### src/rtl/keccak_pkg.sv
// Shared definitions for the Keccak-f[1600] round sequencer: round count, lane
// width, FSM state encoding and the unroll-factor legality check.
package keccak_pkg;

    localparam int unsigned NR    = 24;
    localparam int unsigned RC_W  = 64;
    localparam int unsigned CNT_W = 5;

    typedef enum logic [1:0] {
        IDLE = 2'd0,
        PREP = 2'd1,
        RUN  = 2'd2,
        DONE = 2'd3
    } state_t;

    // An unroll factor is usable only if it divides the 24 rounds evenly.
    function automatic bit ur_legal(input int unsigned ur);
        bit ok;
        case (ur)
            1, 2, 3, 4, 6, 8, 12, 24: ok = 1'b1;
            default:                  ok = 1'b0;
        endcase
        return ok;
    endfunction

endpackage

### src/rtl/keccak_round_ctrl_if.sv
// Handshake and constant-ROM bundle between the sponge controller, the round
// sequencer and the unrolled round datapath.
interface keccak_round_ctrl_if
    import keccak_pkg::*;
#(
    parameter int unsigned UR = 1
) ();

    logic                 start;
    logic                 abort;
    logic                 ready;
    logic                 busy;
    logic [CNT_W-1:0]     rc_addr;
    logic [UR*RC_W-1:0]   rc_in;
    logic [UR*RC_W-1:0]   rc_out;
    logic                 round_en;
    logic                 first_round;
    logic                 last_round;
    logic                 done;

    modport master (
        output start, abort, rc_in,
        input  ready, busy, rc_addr, rc_out, round_en, first_round, last_round, done
    );

    modport slave (
        input  start, abort, rc_in,
        output ready, busy, rc_addr, rc_out, round_en, first_round, last_round, done
    );

endinterface

### src/rtl/keccak_round_ctrl.sv
// Keccak-f[1600] round sequencer: steps the round index by UR per cycle over 24 rounds.
// Build option KECCAK_RC_REG_EN registers the round constant and adds a PREP cycle.
module keccak_round_ctrl
    import keccak_pkg::*;
#(
    parameter int unsigned UR = 1
) (
    input  logic               clk,
    input  logic               rst,
    keccak_round_ctrl_if.slave bus
);

    localparam logic [CNT_W-1:0] STEP = CNT_W'(UR);
    localparam logic [CNT_W-1:0] LAST = CNT_W'(NR - UR);

    if (!ur_legal(UR)) begin : g_bad_ur
        $error("keccak_round_ctrl: UR=%0d does not divide %0d rounds", UR, NR);
    end

    state_t           state_q, state_d;
    logic [CNT_W-1:0] cnt_q, cnt_d;
    logic             in_run;
    logic             at_last;

    always_ff @(posedge clk or posedge rst) begin
        if (rst) begin
            state_q <= IDLE;
            cnt_q   <= '0;
        end else begin
            state_q <= state_d;
            cnt_q   <= cnt_d;
        end
    end

    // abort overrides everything, including a simultaneous start in IDLE
    always_comb begin
        state_d = state_q;
        cnt_d   = cnt_q;
        if (bus.abort) begin
            state_d = IDLE;
            cnt_d   = '0;
        end else begin
            case (state_q)
                IDLE: begin
                    if (bus.start) begin
`ifdef KECCAK_RC_REG_EN
                        state_d = PREP;
`else
                        state_d = RUN;
`endif
                        cnt_d   = '0;
                    end
                end
                PREP: state_d = RUN;
                RUN: begin
                    if (cnt_q == LAST) begin
                        state_d = DONE;
                        cnt_d   = '0;
                    end else begin
                        cnt_d   = cnt_q + STEP;
                    end
                end
                DONE:    state_d = IDLE;
                default: begin
                    state_d = IDLE;
                    cnt_d   = '0;
                end
            endcase
        end
    end

    assign in_run  = (state_q == RUN);
    assign at_last = (cnt_q == LAST);

    assign bus.ready       = (state_q == IDLE);
    assign bus.busy        = (state_q != IDLE);
    assign bus.round_en    = in_run;
    assign bus.first_round = in_run && (cnt_q == '0);
    assign bus.last_round  = in_run && at_last;
    assign bus.done        = (state_q == DONE);

`ifdef KECCAK_RC_REG_EN
    logic [UR*RC_W-1:0] rc_q;

    // Fetch one step ahead so the registered constant lines up with round_en.
    always_ff @(posedge clk or posedge rst) begin
        if (rst) begin
            rc_q <= '0;
        end else if (bus.abort) begin
            rc_q <= '0;
        end else if (state_q == PREP || state_q == RUN) begin
            rc_q <= bus.rc_in;
        end
    end

    assign bus.rc_addr = (in_run && !at_last) ? cnt_q + STEP : '0;
    assign bus.rc_out  = rc_q;
`else
    assign bus.rc_addr = cnt_q;
    assign bus.rc_out  = bus.rc_in;
`endif

endmodule

### src/flat_wrapper.sv
// flat-port wrapper written by rule: the top's interface ports become plain ports
module keccak_round_ctrl_flat import keccak_pkg::*;
#(
    parameter int unsigned UR = 1
)
  (clk, rst, bus_start, bus_abort, bus_rc_in, bus_ready, bus_busy, bus_rc_addr, bus_rc_out, bus_round_en, bus_first_round, bus_last_round, bus_done);
  keccak_round_ctrl_if #(.UR(UR)) bus_i ();
  input  logic clk;
  input  logic rst;
  input wire logic [$bits(bus_i.start)-1:0] bus_start;
  input wire logic [$bits(bus_i.abort)-1:0] bus_abort;
  input wire logic [$bits(bus_i.rc_in)-1:0] bus_rc_in;
  output wire logic [$bits(bus_i.ready)-1:0] bus_ready;
  output wire logic [$bits(bus_i.busy)-1:0] bus_busy;
  output wire logic [$bits(bus_i.rc_addr)-1:0] bus_rc_addr;
  output wire logic [$bits(bus_i.rc_out)-1:0] bus_rc_out;
  output wire logic [$bits(bus_i.round_en)-1:0] bus_round_en;
  output wire logic [$bits(bus_i.first_round)-1:0] bus_first_round;
  output wire logic [$bits(bus_i.last_round)-1:0] bus_last_round;
  output wire logic [$bits(bus_i.done)-1:0] bus_done;
  assign bus_i.start = bus_start;
  assign bus_i.abort = bus_abort;
  assign bus_i.rc_in = bus_rc_in;
  assign bus_ready = bus_i.ready;
  assign bus_busy = bus_i.busy;
  assign bus_rc_addr = bus_i.rc_addr;
  assign bus_rc_out = bus_i.rc_out;
  assign bus_round_en = bus_i.round_en;
  assign bus_first_round = bus_i.first_round;
  assign bus_last_round = bus_i.last_round;
  assign bus_done = bus_i.done;
  keccak_round_ctrl #(.UR(UR)) u_core (.clk(clk), .rst(rst), .bus(bus_i));
endmodule
### config.mk
export PLATFORM = sky130hd
export DESIGN_NAME = keccak_round_ctrl_flat
export DESIGN_NICKNAME = d
export VERILOG_FILES = /design/src/rtl/keccak_pkg.sv /design/src/rtl/keccak_round_ctrl_if.sv /design/src/rtl/keccak_round_ctrl.sv /design/src/flat_wrapper.sv
export SDC_FILE = /design/constraint.sdc
export NUM_CORES = 1
export LEC_CHECK = 0
export CORE_AREA = 2 2 55 57
export DETAILED_ROUTE_END_ITERATION = 10
export DIE_AREA = 0 0 57 59
export DONT_BUFFER_PORTS = 1
export SLEW_MARGIN = 40
export SYNTH_ARGS = -nofsm -noshare
export SYNTH_HDL_FRONTEND = slang
export SYNTH_SLANG_ARGS = --single-unit
### constraint.sdc
create_clock -name clk -period 3.3 [get_ports clk]
set_input_delay 0.99 -clock clk [delete_from_list [all_inputs] [get_ports clk]]
set_output_delay 0.99 -clock clk [all_outputs]
set_load 0.005 [all_outputs]
# Yosys cells after proc, flatten, opt, wreduce, memory -nomap -nowiden
# Cells that the tools add are included.
[classes]
mux = 8
n_eq_ne = 6
add_sub_neg = 1
reduce_logical = 8
[ops]
columns = ["operator", "n"]
rows = [
  ["5-bit two-way mux", 3],
  ["5-bit one-hot mux with 2 select lines", 1],
  ["2-bit one-hot mux with 4 select lines", 1],
  ["2-bit two-way mux", 3],
  ["3-bit != test, second input constant", 2],
  ["5-bit by 1-bit adder with 5-bit output, second input constant", 1],
  ["5-bit == test, second input constant", 1],
  ["5-bit logical NOT", 1],
  ["2-bit == test, second input constant", 2],
  ["2-bit AND reduction", 2],
  ["3-bit nonzero test", 1],
  ["2-bit by 1-bit == test with 1-bit output, second input constant", 1],
  ["1-bit logical AND", 2],
  ["2-bit logical NOT", 1],
  ["2-bit nonzero test", 1],
]
[word_totals]
elab_cells = 25
regBits = 7
inputBits = 68

# Depth between registers and ports, before layout
# Gate-level depths: netlist of run 1.
[logic_depth]
ltp_word = 4
ltp_mapped = 4
ltp_nobuf = 4

# Worst setup path after synthesis of run 1
# OpenSTA, ideal clock, no wires.
[synth_path]
path_kind = "input -> output"
start = "input bus_rc_in[0]"
end = "output bus_rc_out[0]"
arrival_ns = 1.101
setup_slack_ns = 1.209
path_stages = 1
cell_sequence = "buf_4"
[synth_lines]
columns = ["item", "line_no", "rtl"]
rows = [
  ["start: declaration", "flat_wrapper.sv:12", "input wire logic [$bits(bus_i.rc_in)-1:0] bus_rc_in;"],
  ["end: declaration", "flat_wrapper.sv:16", "output wire logic [$bits(bus_i.rc_out)-1:0] bus_rc_out;"],
]
# No word-level cell between the ends.

# Final worst setup path of run 1
[layout_path]
start = "register u_core.state_q[0]"
end = "output bus_first_round"
[layout_via]
elab_chain_len = 2
[layout_rtl]
columns = ["item", "line_no", "rtl"]
rows = [
  ["start: declaration", "keccak_round_ctrl.sv:20", "state_t state_q, state_d;"],
  ["start signal: assignment", "keccak_round_ctrl.sv:30", "state_q <= state_d;"],
  ["2-bit == test", "keccak_round_ctrl.sv:72", "assign in_run = (state_q == RUN);"],
  ["via bus_round_en", "flat_wrapper.sv:17", "output wire logic [$bits(bus_i.round_en)-1:0] bus_round_en;"],
  ["1-bit logical AND", "keccak_round_ctrl.sv:78", "assign bus.first_round = in_run && (cnt_q == '0);"],
  ["end: declaration", "flat_wrapper.sv:18", "output wire logic [$bits(bus_i.first_round)-1:0] bus_first_round;"],
]
# The timed path passes the listed nets, and every way through them passes these cells.

==> summary.md, run 1 <==
| Metric | Value |
|---|---|
| Status | completed |
| Reg-to-Reg End | u_core.bus.rc_addr[3] |
| Post-Syn Instances | 109 |
| Final ANT Viol Nets | 0 |
| Top post-synthesis cells by area | buf_4 (53%), dfrtp_1 (19%), ha_1 (2.7%) |
| Seq cells post-synth | 7 |
| Crit-path max FO | 8 |
| Die Wd | 57 um |
| Slack of the critical path | 0.876 ns |
| Post-synth top area cell | buf_4 |
| Syn Nets | 179 |
| Vias per cell | 5.57 |
| Area Growth Syn to Fin | -45.7% |
| Worst r2r path cells | 4 |
| Worst Path Required | 2.31 ns |
| P_leak | 0.226 nW |
| Initial Util | between 30% and 40% |
| Clk Latency, worst-skew pair | 0.26 ns |
| Commonest cells in the netlist | buf_4 (65), dfrtp_1 (7), nor2_1 (6) |
| Crit path launch | u_core.state_q[0] |
| Global-route wire length before repair | 2310 um |
| Final min period | 2.42 ns |
| Port Buf Inserts | 0 |
| Clock sink total | 7 |
| GRT Total Usage | under 10% |
| Row cnt | 19 |
| Boundary pin count | approximately 140 |
| Largest net degree at the start of global routing | 11 |
| Slew margin rel. | 76.7% |
| Post-synthesis sequential area ratio | 18.9% |
| Synth warn | 0 |
| Setup slack, reg-to-reg | between 1.5 and 2 ns |
| Synthesized area per cell | 8.48 sq um |
| DIE HEIGHT | 59 um |
| CTS H-tree lvls | 1 |
| Max Cap Viol | 0 |
| Dpl ws | 1.15 ns |
| Post-CTS setup repair buffer count | 0 |
| CP arrival | 1.43 ns |
| Min-delay worst type | input pin to async pin |
| Worst-path clk slew | 0.06 ns |
| Fin. Hold Viols | 0 |
| DP Cell Count | between 70 and 80 |
| Die area | 3360 sq um |
| Path type of the worst setup path | flip-flop to output pin |
| Period utilization | 73.4% |
| Via count | 440 |
| Vias in the first global route | 418 |
| Final cell count without fillers | 79 |
| Post-detailed-route DRC marker count | 0 |
| WL/cell | 20.7 um |
| Hold buffers post-CTS | 0 |
| Mapped Area | 925 sq um |
| Total gr overflow | 0 |
| Setup crit start kind | flip-flop |
| DRT iter0 DRCs | 21 |
| Core ar. | 2710 sq um |
| Share of the synthesized area in the top cell type | between 50% and 60% |
| Clock Skews | 0.00328 ns |
| Yosys cell types | 23 |
| RSZ-0062 raised after global routing | false |
| Global placement routability congestion | approximately 0.73 |
| Number of synthesized flops with an enable pin | 0 |
| Fin. max-slew vios | 0 |
| Fmax | 413 MHz |
| Post-synth ARST share | 100% |
| Cell Pwr Density | 383 nW/um^2 |
| TritonCTS clock tree | done |
| Top FF cell, synth | dfrtp_1 |
| Worst-Margin Slew | 0.348 ns |
| WL final | 1640 um |
| TritonRoute pass-1 iters | 5 |
| Initial antenna violation count | 0 |
| Crit end category | output pin |
| Final TNS setup | 0 ns |
| Final Net Count | 119 |
| Post-cts gate resize count | 0 |
| Post-DP HPWL | 1290 um |
| FF-to-FF Start | u_core.bus.rc_addr[0] |
| Clock Tree Buf Depth | 2 |
| Top-count cell post-synth | buf_4 |
| Final Setup Violations | 0 |
| Clock buffer count from CTS | 3 |
| Maximum vdd ir drop | 0.121 mV |
| Final core utilization | 18.5% |
| Final hold slack | roughly 0.55 ns |
| CTS Root Cell | clkbuf_4 |
| Worst setup path endpoint | bus_first_round |
| Share of layout cells above drive strength 1 | about a fifth |
| Number of diodes | 0 |
==> report_power, final <==
part           leakage, nW  switching (mW)  internal, mW  total (mW)
registers           0.0955         0.00320        0.0880      0.0912
logic                0.115          0.0108       0.00711      0.0179
clock network       0.0150          0.0367        0.0465      0.0832
==> how the worst min path moves through the flow <==
stage | from | endpoint | slack (ns) | cells after the start
final | rst | u_core.bus.rc_addr[4] | 0.55 | 1
after global routing | rst | u_core.bus.rc_addr[4] | 0.56 | 1
after CTS | rst | u_core.bus.rc_addr[4] | 0.54 | 1
after detailed placement | u_core.bus.rc_addr[0] | u_core.bus.rc_addr[0] | 0.61 | 1
after global placement | u_core.bus.rc_addr[0] | u_core.bus.rc_addr[0] | 0.60 | 1
after floorplan | u_core.bus.rc_addr[0] | u_core.bus.rc_addr[0] | 0.56 | 1
==> cell usage in the layout, fill, tap and decap left out <==
cell type and instances:
inv_1 5, nor2_1 6, or4_1 1, ha_1 2
a21oi_1 1, a21o_1 1, nand4b_1 2, or3b_4 1
clkbuf_1 1, a22o_1 1, a211o_1 1, o31ai_1 1
and4b_1 1, dfrtp_1 7, or2b_2 1, clkbuf_4 3
o21ba_2 1, nor3_1 4, and2_2 1, a21boi_0 1
a221o_1 2, nor3b_2 2, nand3_1 1, nand3b_1 1
==> cell type report <==
| cell class | instances | area (sq um) |
|---|---|---|
| Fill cell | 315 | 2210 |
| Multi-Input combinational cell | 32 | 243 |
| Sequential cell | 7 | 175 |
| Tap cell | 31 | 38.8 |
| Clock buffer | 4 | 26.3 |
| Inverter | 5 | 18.8 |
==> state kept, by name, summed over array words and instances (netlist names) <==
signal	cells
u_core.state_q	2
u_core.bus.rc_addr	5
==> worst max-delay path, stage by stage, from the launching register on <==
cell and delay (ns):
dfrtp_1 0.45, or2b_2 0.33, inv_1 0.12, nand3b_1 0.08, nor3_1 0.19
==> cells by family (layout without fill, tap and decap cells) <==
logic type,Yosys count,after routing,share of synthesized area (%)
buffers and inverters,70,9,54.8
and+or+nand+nor,21,21,15.4
AOI/OAI and AO/OA,9,9,8.12
DFF,7,7,18.9
adders and majority gates,2,2,2.71
==> stage by stage <==
step           total power, mW  cell area (sq um)
6_report                 0.192                502
4_1_cts                  0.199                502
2_1_floorplan            0.169                925
3_3_place_gp             0.111                475
3_5_place_dp             0.111                475
5_1_grt                  0.203                502
==> layer usage <==
metal | vias up | wire length (um) | track usage [%]
li1 | 169 | - | -
met1 | 190 | 508 | 8.74
met2 | 55 | 709 | 12.8
met3 | 26 | 313 | 6.11
met4 | 0 | 107 | 13.3
met5 | - | 0 | 0
(Power assumes the default switching activity.)
==> run 2: changes to the inputs <==
Clock period 3.3 ns to 2.4 ns, I/O delays scaled along.
==> run 2 against run 1 <==
Global-route usage down 0.74 points; core utilization stayed put; critical path depth stayed put; highest routed layer unchanged; first-iteration DRC count shrank 52%; register-to-register slack worse by 0.90 ns; setup slack worse by 0.60 ns; cell count stayed put; via count fell by 6.4%; die area is the same.
==> summary.md, run 2 (synthesis gave the netlist of run 1 again) <==
| Metric | Value |
|---|---|
| Status | completed |
| Path type of the worst setup path | flip-flop to output pin |
| Post-DP HPWL | 1290 um (-0.48%) |
| Worst-path clk slew | 0.05 ns (about the same) |
| Post-CTS setup repair buffer count | 0 (unchanged) |
| Clock buffer count from CTS | 3 (unchanged) |
| Post-detailed-route DRC marker count | 0 (unchanged) |
| Clock Tree Buf Depth | 2 (unchanged) |
| Clock sink total | 7 (unchanged) |
| Core ar. | 2710 sq um (unchanged) |
| Largest net degree at the start of global routing | 11 (unchanged) |
| Fmax | 471 MHz |
| Boundary pin count | 143 (unchanged) |
| CTS Root Cell | clkbuf_4 |
| TritonCTS clock tree | done |
| WL final | 1600 um (-2.6%) |
| Fin. max-slew vios | 0 (unchanged) |
| Design area | 502 sq um (unchanged) |
| RSZ-0062 raised after global routing | false |
| Worst Path Required | 1.68 ns (-0.63 ns) |
| Port Buf Inserts | 0 (unchanged) |
| Period utilization | about nine tenths |
| Most frequent cells in the layout | dfrtp_1 (7), nor2_1 (6), inv_1 (5) |
| CP arrival | 1.41 ns (-0.02 ns) |
| Hold buffers post-CTS | 0 (unchanged) |
| Final hold slack | 0.290 ns (-0.259 ns) |
| Area Growth Syn to Fin | -45.7% (unchanged) |
| Total gr overflow | 0 (unchanged) |
| Max Cap Viol | 0 (unchanged) |
| P_leak | 0.226 nW (unchanged) |
| Crit end category | output pin |
| Max reg flops | 5 (unchanged) |
| Vias per cell | 5.22 (-6.4%) |
| Via count | 412 (-6.4%) |
| Worst-Margin Slew | 0.313 ns (-0.0351 ns) |
| Final ANT Viol Nets | 0 (unchanged) |
| Clk Latency, worst-skew pair | 0.25 ns (about the same) |
| Row cnt | 19 (unchanged) |
| Final TNS setup | 0 ns (unchanged) |
| Number of diodes | 0 (unchanged) |
| Fin. Hold Viols | 0 (unchanged) |
| Vias in the first global route | 385 (-7.9%) |
| Share of layout cells above drive strength 1 | 18.8% (unchanged) |
| Most common cell after layout, fill and taps aside | dfrtp_1 |
| GRT Total Usage | 8.96% (-0.74 points) |
| DRT iter0 DRCs | 10 (-52%) |
| Initial antenna violation count | 0 (unchanged) |
| DIE HEIGHT | 59 um (unchanged) |
| Final min period | 2.13 ns |
| Cell Pwr Density | 509 nW/um^2 (+33%) |
| Initial Util | 34.1% (unchanged) |
| WL/cell | 20.2 um (-2.6%) |
| CTS H-tree lvls | 1 (unchanged) |
| Final-layout fill cell count | 311 (-1.3%) |
| Maximum vdd ir drop | 0.267 mV (+120%) |
| Slew margin rel. | 79.1% (+2.3 points) |
| Min-delay worst type | input pin to async pin |
| Die Wd | 57 um (unchanged) |
| Setup crit start kind | flip-flop |
| Post-cts gate resize count | 0 (unchanged) |
| Global-route wire length before repair | 2180 um (-5.7%) |
| Final Setup Violations | 0 (unchanged) |
| Global placement routability congestion | 0.705 (-2.8%) |
| Crit-path max FO | 8 (unchanged) |
| Clock Skews | 0.00259 ns (-0.000688 ns) |
| Die area | 3360 sq um (unchanged) |
| Area post-placement | 475 sq um (unchanged) |
| TritonRoute pass-1 iters | 4 (-1) |
| Final Net Count | 119 (unchanged) |
==> run 2: cell counts in the layout (fill, tap and decap cells not counted) <==
Identical to the previous run, type by type.
==> run 2: per-stage QoR <==
step	util, %	cells	total power [mW]	setup WS [ns]
2_1_floorplan	-	109	0.233	0.614
3_3_place_gp	17.5	75	0.152	0.551
3_5_place_dp	17.5	75	0.153	0.513
4_1_cts	18.5	79	0.263	0.243
5_1_grt	18.5	79	0.272	0.172
6_report	18.5	79	0.256	0.275
==> run 2: final timing paths <==
kind,cells past startpoint,end,start,slack [ns]
min in group clk,1,u_core.state_q[1],bus_abort,0.54
setup reg to reg,4,u_core.bus.rc_addr[3],u_core.bus.rc_addr[0],0.91
max in group asynchronous,1,u_core.state_q[1],rst,1.89
hold reg to reg,1,u_core.bus.rc_addr[0],u_core.bus.rc_addr[0],0.61
hold / removal,1,u_core.bus.rc_addr[3],rst,0.29
setup / recovery,4,bus_first_round,u_core.state_q[0],0.27
==> run 2: final cells by class <==
type	count	area (sq um)	area share [%]
inverter	5	18.8	3.74
clock buffer	4	26.3	5.24
tap	31	38.8	7.73
multi-input combinational	32	243	48.4
sequential	7	175	34.9
==> run 2: metal layers <==
layer	share of wire [%]	global-route usage [%]
met5	0	0
met4	5.8	9.30
met3	21	7.64
met2	45	13.3
met1	29	6.85
==> run 2: where the power goes <==
group          total [mW]  leakage [nW]  switching, mW  internal (mW)
logic              0.0242         0.115         0.0145        0.00978
clock network       0.106        0.0150         0.0423         0.0634
registers           0.126        0.0955        0.00462          0.121
total               0.256         0.226         0.0613          0.194
==> run 2: critical path, cell delays in order, from the launching register on <==
cell and delay [ns]:
dfrtp_1 0.44, or2b_2 0.33, inv_1 0.12, nand3b_1 0.08
nor3_1 0.19
==> run 3: changes to the inputs <==
Settings changed: CORE_AREA 2 2 55 57 to 2 2 56 58, CTS_CLUSTER_DIAMETER set to 100, DIE_AREA 0 0 57 59 to 0 0 58 60.
==> run 3 against run 2 <==
Register-to-register slack about the same; clock power increased by 4%; fmax decreased by 2.4%; non-clock buffer count unchanged; largest cell class unchanged; highest routed layer unchanged.
==> summary.md, run 3 (synthesis gave the netlist of run 1 again) <==
| Metric | Value |
|---|---|
| Status | completed |
| Fmax | 459 MHz (-2.4%) |
| Hold buffers post-CTS | 0 (unchanged) |
| Fin. max-slew vios | 0 (unchanged) |
| Core ar. | 2900 sq um (+7.1%) |
| Cell Pwr Density | 514 nW/um^2 (+0.88%) |
| Post-cts gate resize count | 0 (unchanged) |
| Total gr overflow | 0 (unchanged) |
| Initial Util | 31.9% (-2.3 points) |
| TritonRoute pass-1 iters | 4 (unchanged) |
| Vias per cell | 5.27 (+1.1%) |
| Initial antenna violation count | 0 (unchanged) |
| RSZ-0062 raised after global routing | false |
| Period utilization | 90.7% (+2.2 points) |
| Die area | 3480 sq um (+3.5%) |
| Clock Skews | 0.00904 ns (+0.00645 ns) |
| CTS Root Cell | clkbuf_4 |
| Final Setup Violations | 0 (unchanged) |
| CP arrival | 1.46 ns (+0.05 ns) |
| GR Layer Usage met1 | 6.28% (-0.56 points) |
| Worst Path Required | 1.68 ns (about the same) |
| Setup crit start kind | flip-flop |
| WL/cell | 21.2 um (+4.7%) |
| Vias in the first global route | 424 (+10%) |
| Fin. Hold Viols | 0 (unchanged) |
| Dpl ws | 0.479 ns (-0.0347 ns) |
| DRT iter0 DRCs | 5 (-5) |
| Post-CTS setup repair buffer count | 0 (unchanged) |
| Clock sink total | 7 (unchanged) |
| Area Growth Syn to Fin | -45.5% |
| DP Cell Count | 77 (+2.7%) |
| Number of diodes | 0 (unchanged) |
| Final cell count without fillers | 81 (+2.5%) |
| Global-route wire length before repair | 2390 um (+9.5%) |
| Clock Tree Buf Depth | 2 (unchanged) |
| Final ANT Viol Nets | 0 (unchanged) |
| P_leak | 0.226 nW (unchanged) |
| CTS H-tree lvls | 1 (unchanged) |
| Final core utilization | 17.4% (-1.1 points) |
| Crit-path max FO | 8 (unchanged) |
| GRT met2 Usage | 15.1% (+1.8 points) |
| Die Wd | 58 um (+1.8%) |
| Worst-Margin Slew | 0.316 ns (+0.00285 ns) |
| Post-detailed-route DRC marker count | 0 (unchanged) |
| Global routing's busiest layer | met2 |
| Share of layout cells above drive strength 1 | 18.8% (unchanged) |
| Final min period | 2.18 ns (+0.0526 ns) |
| Min-delay worst type | input pin to async pin |
| Row cnt | 20 (+1) |
| Clk Latency, worst-skew pair | 0.26 ns (about the same) |
| Final Net Count | 119 (unchanged) |
| Crit end category | output pin |
| Global placement routability congestion | 0.827 (+17%) |
| Most frequent cells in the layout | dfrtp_1 (7), nor2_1 (6), inv_1 (5) |
| Post-DP HPWL | 1420 um (+10%) |
| WL final | 1710 um (+7.4%) |
| Largest net degree at the start of global routing | 11 (unchanged) |
| Slew margin rel. | 79.0% (-0.11 points) |
| Most common cell after layout, fill and taps aside | dfrtp_1 |
| Port Buf Inserts | 0 (unchanged) |
| Maximum vdd ir drop | 0.112 mV (-58%) |
| Max Cap Viol | 0 (unchanged) |
| Clock buffer count from CTS | 3 (unchanged) |
| GRT Total Usage | 9.66% (+0.69 points) |
| Boundary pin count | 143 (unchanged) |
| Via count | 427 (+3.6%) |
| Final TNS setup | 0 ns (unchanged) |
| GR Util met3 | 8.23% (+0.58 points) |
| Slack of the critical path | 0.222 ns (-0.0526 ns) |
| TritonCTS clock tree | done |
| Max reg flops | 5 (unchanged) |
| Final hold slack | 0.285 ns (-0.00485 ns) |
| Worst-path clk slew | 0.06 ns (about the same) |
| DIE HEIGHT | 60 um (+1.7%) |
| Path type of the worst setup path | flip-flop to output pin |
==> run 3: cell counts in the layout (fill, tap and decap cells not counted) <==
Identical to the previous run, type by type.
==> run 3: worst max-delay path, stage by stage, from the launching register on <==
cell      delay (ns)
dfrtp_1         0.44
or2b_2          0.34
inv_1           0.12
nand3b_1        0.09
nor3_1          0.20
==> run 3: cell type report <==
class                   instances  area, sq um
flip-flops and latches          7          175
inverters                       5         18.8
clock buffers                   4         26.3
multi-input cells              32          243
well taps                      33         41.3
fillers                       337         2400
==> run 3: metrics by stage <==
step                area [sq um]  power [mW]
global route                 504       0.277
CTS                          504       0.268
global placement             478       0.152
detailed placement           478       0.153
floorplan                    925       0.233
finish                       504       0.259
==> run 3: worst paths after layout <==
check,from,to,slack [ns],cells after the start
setup / recovery,u_core.state_q[0],bus_first_round,0.22,4
hold / removal,rst,u_core.state_q[0],0.29,1
setup reg to reg,u_core.bus.rc_addr[0],u_core.bus.rc_addr[3],0.90,4
hold reg to reg,u_core.bus.rc_addr[0],u_core.bus.rc_addr[0],0.60,1
max in group asynchronous,rst,u_core.bus.rc_addr[2],1.88,1
min in group clk,bus_abort,u_core.state_q[1],0.53,1
==> run 3: power breakdown <==
part / switching, mW / internal [mW] / total, mW
logic: 0.0144 / 0.00975 / 0.0242
registers: 0.00441 / 0.121 / 0.125
clock network: 0.0459 / 0.0636 / 0.110
==> run 3: per-layer routing <==
| metal | wire, um | part of all wire [%] |
|---|---|---|
| met5 | 0 | 0 |
| met1 | 422 | 25 |
| met2 | 869 | 51 |
| met4 | 65 | 3.8 |
| met3 | 357 | 21 |
